==> src/rtl/serial_subtractor.sv <==
// Bit-serial WIDTH-bit subtractor: one full-subtractor cell plus a borrow FF.
// Define SERIAL_SUB_ADD_MODE_EN to add a mode port selecting add (1) or subtract (0).
module serial_subtractor #(
  parameter int WIDTH = 8
) (
  input  logic             clk,
  input  logic             rst,
  input  logic             start,
  input  logic [WIDTH-1:0] a,
  input  logic [WIDTH-1:0] b,
  input  logic             borrow_in,
`ifdef SERIAL_SUB_ADD_MODE_EN
  input  logic             mode,
`endif
  output logic [WIDTH-1:0] diff,
  output logic             borrow_out,
  output logic             busy,
  output logic             done
);

  localparam int CW = (WIDTH > 2) ? $clog2(WIDTH) : 1;
  localparam logic [CW-1:0] LAST = CW'(WIDTH - 1);

  typedef enum logic [1:0] {
    IDLE,
    SHIFT,
    FIN
  } state_t;

  state_t           state;
  logic [WIDTH-1:0] sa;
  logic [WIDTH-1:0] sb;
  logic [WIDTH-1:0] rsh;
  logic             bw;
  logic [CW-1:0]    cnt;
  logic             add_op;
  logic             x;
  logic             y;
  logic             d;
  logic             nb;

`ifdef SERIAL_SUB_ADD_MODE_EN
  logic md;
  assign add_op = md;
`else
  assign add_op = 1'b0;
`endif

  // One cell: difference/sum bit and next borrow/carry for the current LSBs
  always_comb begin
    x  = sa[0];
    y  = sb[0];
    d  = x ^ y ^ bw;
    nb = add_op ? ((x & y) | (bw & (x ^ y)))
                : ((~x & y) | (~(x ^ y) & bw));
  end

  // Control FSM and datapath; result is published only on the final bit
  always_ff @(posedge clk or posedge rst) begin
    if (rst) begin
      state      <= IDLE;
      sa         <= '0;
      sb         <= '0;
      rsh        <= '0;
      bw         <= 1'b0;
      cnt        <= '0;
      diff       <= '0;
      borrow_out <= 1'b0;
      busy       <= 1'b0;
      done       <= 1'b0;
`ifdef SERIAL_SUB_ADD_MODE_EN
      md         <= 1'b0;
`endif
    end else begin
      unique case (state)
        IDLE: begin
          done <= 1'b0;
          if (start) begin
            sa    <= a;
            sb    <= b;
            bw    <= borrow_in;
            cnt   <= '0;
            busy  <= 1'b1;
            state <= SHIFT;
`ifdef SERIAL_SUB_ADD_MODE_EN
            md    <= mode;
`endif
          end
        end
        SHIFT: begin
          sa  <= sa >> 1;
          sb  <= sb >> 1;
          rsh <= {d, rsh[WIDTH-1:1]};
          bw  <= nb;
          cnt <= cnt + 1'b1;
          if (cnt == LAST) begin
            diff       <= {d, rsh[WIDTH-1:1]};
            borrow_out <= nb;
            done       <= 1'b1;
            state      <= FIN;
          end
        end
        FIN: begin
          done  <= 1'b0;
          busy  <= 1'b0;
          state <= IDLE;
        end
        default: begin
          done  <= 1'b0;
          busy  <= 1'b0;
          state <= IDLE;
        end
      endcase
    end
  end

endmodule

==> config.mk <==
export PLATFORM = sky130hd
export DESIGN_NAME = serial_subtractor
export DESIGN_NICKNAME = d
export VERILOG_FILES = /design/src/rtl/serial_subtractor.sv
export SDC_FILE = /design/constraint.sdc
export NUM_CORES = 1
export LEC_CHECK = 0
export CORE_MARGIN = 8
export CORE_UTILIZATION = 55
export CTS_CLUSTER_DIAMETER = 120
export DETAILED_ROUTE_END_ITERATION = 6
export PLACE_DENSITY = 0.9
export SYNTH_ARGS = -nofsm -noshare
export SYNTH_HDL_FRONTEND = slang
export SYNTH_SLANG_ARGS = --single-unit
==> constraint.sdc <==
create_clock -name clk -period 4.1 [get_ports clk]
set_input_delay 0.41 -clock clk [delete_from_list [all_inputs] [get_ports clk]]
set_output_delay 0.41 -clock clk [all_outputs]
set_load 0.005 [all_outputs]
==> results of run 1 <==
[registers in the layout, summed over array words and instances (netlist names)]
| signal | flops |
|---|---|
| state | 2 |
| borrow_out | 1 |
| done | 1 |
| sb | 8 |
| bw | 1 |
| rsh | 7 |
| sa | 8 |
| cnt | 3 |
| busy | 1 |
| diff | 8 |
[worst reg2reg max path, stage by stage (launching register included)]
cell and delay, ns:
dfrtp_1 1.10, nor2b_1 0.40, buf_4 0.31, mux2_2 0.26
[path summary, 6_finish.rpt]
path	to	slack (ns)	depth (start not counted)
max	cnt[0]$_DFFE_PP0P_	1.91	3
min	state[0]$_DFFE_PP0P_	0.48	3
max reg2reg	cnt[0]$_DFFE_PP0P_	1.91	3
min reg2reg	diff[4]$_DFFE_PP0P_	0.51	1
max in group asynchronous	sa[6]$_DFFE_PP0P_	3.28	3
min in group clk	diff[4]$_DFFE_PP0P_	0.51	1
[synth_stat cells, drive strengths merged]
library cell	count
buf	11
mux2i	1
nand3b	1
mux2	16
nor4b	15
a21oi	2
inv	19
nand2b	3
dfrtp	40
nor2b	1
o21bai	1
ha	2
nor3b	1
clkbuf	1
a221oi	15
fa	1
nor2	10
a22o	4
[routing by layer]
| metal | track usage (%) | up-vias |
|---|---|---|
| met5 | 0 | - |
| met4 | 7.46 | 0 |
| met3 | 4.79 | 5 |
| met2 | 24.2 | 31 |
| met1 | 15.9 | 601 |
| li1 | - | 570 |
[final cells by class]
| type | count | area share (%) |
|---|---|---|
| Timing Repair Buffer | 33 | 13.9 |
| Multi-Input combinational cell | 73 | 34.2 |
| Tap cell | 46 | 2.48 |
| Clock inverter | 2 | 1.51 |
| Clock buffer | 6 | 1.78 |
| Sequential cell | 40 | 43.1 |
| Inverter | 19 | 3.07 |
[per-stage QoR]
step	instances	power [mW]	instance area, µm²	hold WS (ns)
2_1_floorplan	144	1.22	1930	0.454
3_3_place_gp	211	1.39	2250	0.470
3_5_place_dp	211	1.45	2250	0.485
4_1_cts	219	1.70	2320	0.489
5_1_grt	219	1.80	2320	0.514
6_report	219	1.68	2320	0.477
[cells by family (layout without fill, tap and decap cells)]
kind of cell,after synthesis,in the layout,synth area share (%)
flops,40,40,51.8
fa+ha+maj,3,3,2.33
mux,17,17,9.84
compound gates,22,22,14.4
simple gates,31,31,14.3
buf+inv,31,60,7.32
[cell usage in the layout, fill, tap and decap left out, types with 2 or more instances in the layout]
cell              n
dfrtp_1          40
clkdlybuf4s50_1  30
inv_1            19
a221oi_2         15
nor2_1           10
nor4b_2          10
mux2_2            8
mux2_1            8
nor4b_1           5
clkbuf_4          5
a22o_1            4
nand2b_1          3
buf_4             3
a21oi_1           2
ha_1              2
[where the power goes]
group          internal, mW  switching, mW
Clock                 0.128          0.127
Combinational         0.400          0.335
Sequential            0.584          0.106
Total                  1.11          0.569
==> key figures, run 1 <==
Status
  • Status: finished, final reports clean

STA
  • Least-Margin Pin Slew: 1.12 ns
  • Unrepaired setup endpoints after global routing: no
  • Setup slack after layout: 1.91 ns
  • Max Freq: 0.457 GHz
  • Period utilization: 53.3%
  • Final setup TNS: 0 ns
  • Number of setup violations in the final report: 0
  • Clock Skews: 0.0128 ns
  • Post-layout min period: 2.19 ns
  • Slew margin rel.: 25.4%
  • Fin. Hold Viols: 0
  • Pins Over Slew Limit: 0

Clock tree
  • CTS tree: built
  • CTS Sinks: 40
  • TritonCTS Buffers: 5
  • PostCTS Resize Cnt: 0
  • H-tree depth: 2
  • CTS clk-pin slew, worst paths: 0.12 ns
  • Clock latency on the worst-skew pair: 0.34 ns
  • Clock root cell: clkbuf_4
  • Post-CTS setup buffers: 0
  • CTS Hold Bufs: 0
  • CTS Buffer Depth: 2

GRT
  • First-pass GRT wire length: 6140 µm
  • Largest net degree at the start of global routing: 41
  • Total track usage: 14.4%
  • Initial antenna violation count: 0
  • Vias in the first global route: 1320
  • Gr ovfl total: 0

Job
  • Max-cap check violation count: 0

Setup path
  • R2r startpoint: state[1]$_DFFE_PP0P_
  • Critical-path cell list: nor2b_1 > buf_4 > mux2_2
  • Crit path buf inv count: 1
  • Critical Path Slowest Stage Cell: dfrtp_1
  • Crit. End Element: flip-flop
  • Critical path's top delay family: flip-flops
  • Max stage delay on crit path: 1.10 ns
  • Critical path type: reg2reg
  • Worst EP required: 4.33 ns
  • Worst path arrival time: 2.42 ns
  • Critical path peak fanout: 30
  • Crit. Startpoint: state[1]$_DFFE_PP0P_
  • Crit path launch type: flip-flop

Drt
  • Routed wl met3: 205 µm
  • Metal-1 WL: 1450 µm
  • DR top layer: met4
  • Via count: 1207
  • Pre-antenna DRT Iters: 4
  • Routed len/inst: 16.0 µm
  • Met2 wire len: 1790 µm
  • Remaining antenna violation count: 0
  • Total Wirelength: 3510 µm
  • Post-DR vias/cell: 5.51
  • Initial DRC count: 84
  • DRC: 0

Cells and area
  • Area grow syn2layout: 20.2%
  • Fin nets: 195
  • Sequential Area: 1000 µm²
  • Fin util: 69.0%
  • Antenna Cells: 0
  • Multi-input gate area: 793 µm²
  • Fillers: 270
  • Layout cells sized above 1: 26.0%

Place
  • Post-DP HPWL: 2510 µm
  • PortBufs: 30
  • Setup slack at placement: 1.61 ns
  • Placer's final routability congestion estimate: 0.713

Yosys
  • Warnings from Yosys: 0
  • FF+latch count, synth: 40
  • Yosys cell types: 22
  • Sequential fraction of the synthesis area: 51.8%
  • Syn avg cell area: 13.4 µm²
  • Top cell type by total area after synthesis: dfrtp_1
  • Synth top area cells: dfrtp_1 (52%), a221oi_2 (12%), nor4b_2 (7.8%), mux2_1 (4.7%), mux2_2 (4.7%)
  • Synth Cell Area: 1930 µm²
  • Post-Syn Instances: 144
  • Mapped Nets: 167
  • Share of the synthesized area in the top cell type: 51.8%

Floorplanning
  • Die Y: 75.3 µm
  • Initial core utilization: 57.4%
  • Die width: 75.3 µm
  • I/O pins: 31
  • Site Rows: 21
  • Core area: 3360 µm²
  • Die Area: 5660 µm²

Power
  • PD cells: 724 nW/µm²
  • Maximum vdd drop: 308 µV
  • Pleak: 0.989 nW

Hold path
  • Hold WC Path Type: in2async
No activity file was read; power rests on OpenSTA's default activity.
==> inputs of run 2 (changes only) <==
Settings changed: CORE_UTILIZATION 55 to 47, PLACE_DENSITY 0.9 to 0.82.
Clock period 4.1 ns to 2 ns, I/O delays scaled along.
==> run 2 against run 1 <==
  * Die area increased by 13%
  * Routed wire length decreased by 0.94%
  * Worst hold slack got worse by 0.14 ns
  * Via count increased by 0.91%
  * Combinational power increased by 110%
  * Sequential power increased by 100%
  * Sequential share of layout area decreased by 1.2 points
  * Register-to-register slack got worse by 1.6 ns
  * Maximum frequency increased by 27%
  * Clock skew decreased by 0.0066 ns
  * Critical path type unchanged
==> key figures, run 2 (synthesized netlist as in run 1, its figures left out) <==
Job
  • Max-cap check violation count: 0 (unchanged)

Setup path
  • Crit. End Element: flip-flop
  • Worst EP required: 2.23 ns (-2.10 ns)
  • Critical path peak fanout: 20 (-33%)
  • Crit. Startpoint: state[0]$_DFFE_PP0P_
  • Reg2reg setup slack: 0.28 ns (-1.63 ns)
  • Crit path launch type: flip-flop
  • Critical path type: reg2reg
  • R2r startpoint: state[0]$_DFFE_PP0P_
  • Worst setup endpoint: cnt[0]$_DFFE_PP0P_
  • R2R Path End: cnt[0]$_DFFE_PP0P_
  • Worst path arrival time: 1.95 ns (-0.47 ns)
  • Register-to-Register Path Depth: 2 (-1)

Floorplanning
  • Site Rows: 23 (+9.5%)
  • Die Area: 6420 µm² (+13%)
  • Initial core utilization: 48.6% (-8.8 points)
  • Die Y: 80.1 µm (+6.4%)
  • Core area: 3970 µm² (+18%)
  • Die width: 80.1 µm (+6.4%)
  • I/O pins: 31 (unchanged)

Drt
  • Via count: 1218 (+0.91%)
  • Pre-antenna DRT Iters: 4 (unchanged)
  • Routed len/inst: 15.2 µm (-5.3%)
  • Post-DR vias/cell: 5.32 (-3.5%)
  • Initial DRC count: 42 (-50%)
  • DRC: 0 (unchanged)
  • Total Wirelength: 3480 µm (-0.94%)
  • Remaining antenna violation count: 0 (unchanged)

GRT
  • Initial antenna violation count: 0 (unchanged)
  • Total track usage: 12.0% (-2.4 points)
  • GR Util met2: 17.9% (-6.2 points)
  • Gr ovfl total: 0 (unchanged)
  • Layer with the highest usage: met2
  • Largest net degree at the start of global routing: 41 (unchanged)
  • First-pass GRT wire length: 6000 µm (-2.4%)
  • M3 GR Usage: 5.13% (+0.34 points)
  • Met1 Use GR: 14.7% (-1.2 points)
  • Vias in the first global route: 1290 (-2.3%)

Clock tree
  • CTS tree: built
  • Clock root cell: clkbuf_8
  • TritonCTS Buffers: 5 (unchanged)
  • H-tree depth: 2 (unchanged)
  • CTS Hold Bufs: 0 (unchanged)
  • CTS Sinks: 40 (unchanged)
  • CTS Buffer Depth: 2 (unchanged)
  • Clock latency on the worst-skew pair: 0.29 ns (-0.05 ns)
  • CTS clk-pin slew, worst paths: 0.08 ns (-0.04 ns)
  • PostCTS Resize Cnt: 0 (unchanged)
  • Post-CTS setup buffers: 0 (unchanged)

Power
  • Maximum vdd drop: 618 µV (+100%)
  • PD cells: 1460 nW/µm² (+100%)
  • Power, Total: 3.48 mW (+110%)
  • Pleak: 1.03 nW (+3.8%)

STA
  • Max Freq: 0.582 GHz (+27%)
  • Fin. Hold Viols: 0 (unchanged)
  • Period utilization: 85.9% (+33 points)
  • Post-layout min period: 1.72 ns (-0.468 ns)
  • Number of setup violations in the final report: 0 (unchanged)
  • Unrepaired setup endpoints after global routing: no
  • Least-Margin Pin Slew: 1.12 ns (+0.00324 ns)
  • Clock Skews: 0.00627 ns (-0.00657 ns)
  • Slew margin rel.: 25.2% (-0.22 points)
  • Final setup TNS: 0 ns (unchanged)
  • Pins Over Slew Limit: 0 (unchanged)

Place
  • PortBufs: 30 (unchanged)
  • Post-DP HPWL: 2460 µm (-2.0%)
  • Placer's final routability congestion estimate: 0.715 (+0.27%)

Cells and area
  • Area grow syn2layout: 23.6%
  • Most common cell after layout, fill and taps aside: dfrtp_1
  • Fin nets: 201 (+3.1%)
  • Most frequent cells in the layout: dfrtp_1 (40), clkdlybuf4s50_1 (30), inv_1 (19)
  • Fin util: 60.1% (-8.9 points)
  • Sequential Area: 1000 µm² (unchanged)
  • Fillers: 307 (+14%)
  • Layout cells sized above 1: 29.1% (+3.0 points)
  • Largest regs: diff: 8 flops, sa: 8 flops, sb: 8 flops
  • Multi-input gate area: 793 µm² (unchanged)
  • Antenna Cells: 0 (unchanged)

Status
  • Status: finished, final reports clean

Hold path
  • Hold WC Path Type: in2async
[run 2: changes by cell type in the layout (fill, tap and decap cells not counted)]
| cell | before | now |
|---|---|---|
| buf_4 | 3 | 9 |
| bufinv_16 | 1 | 0 |
| clkbuf_1 | 1 | 0 |
| clkbuf_4 | 5 | 0 |
| clkbuf_8 | 0 | 6 |
| clkinv_2 | 1 | 2 |
[run 2: worst min path at each step]
| stage | startpoint | cells after the start | slack, ns | end |
|---|---|---|---|---|
| after global routing | rst | 3 | 0.42 | diff[3]$_DFFE_PP0P_ |
| after CTS | rst | 3 | 0.35 | diff[3]$_DFFE_PP0P_ |
| after global placement | rsh[1]$_DFFE_PP0P_ | 1 | 0.47 | diff[0]$_DFFE_PP0P_ |
| after floorplan | a[7] | 1 | 0.33 | sa[7]$_DFFE_PP0P_ |
| final | rst | 3 | 0.34 | diff[3]$_DFFE_PP0P_ |
| after detailed placement | rsh[1]$_DFFE_PP0P_ | 1 | 0.48 | diff[0]$_DFFE_PP0P_ |
[run 2: area by class of cell]
class	instances	share of cell area (%)
inverter	19	2.99
timing repair buffer	39	15.4
tap	50	2.62
clock inverter	2	0.419
clock buffer	6	3.46
sequential	40	41.9
multi-input combinational	73	33.2
[run 2: metrics by stage]
stage / instances / hold slack (ns) / setup slack, ns / cell area (µm²)
floorplan: 144 / 0.333 / 0.525 / 1930
global placement: 221 / 0.465 / 0.139 / 2300
detailed placement: 221 / 0.480 / 0.0789 / 2300
CTS: 229 / 0.354 / 0.268 / 2390
global route: 229 / 0.420 / 0.158 / 2390
finish: 229 / 0.337 / 0.282 / 2390
[run 2: critical path: stages, from the launching register on]
cell      delay (ns)
dfrtp_1         0.44
o21bai_2        0.91
mux2_2          0.30
[run 2: metal layers]
layer / routed length, µm / vias to the layer above
li1: - / 585
met1: 1580 / 592
met2: 1610 / 35
met3: 238 / 6
met4: 59 / 0
met5: 0 / -
[run 2: power by group]
| group | switching [mW] | total (mW) | internal [mW] |
|---|---|---|---|
| clock | 0.273 | 0.548 | 0.275 |
| combinational | 0.686 | 1.53 | 0.842 |
| sequential | 0.204 | 1.41 | 1.20 |
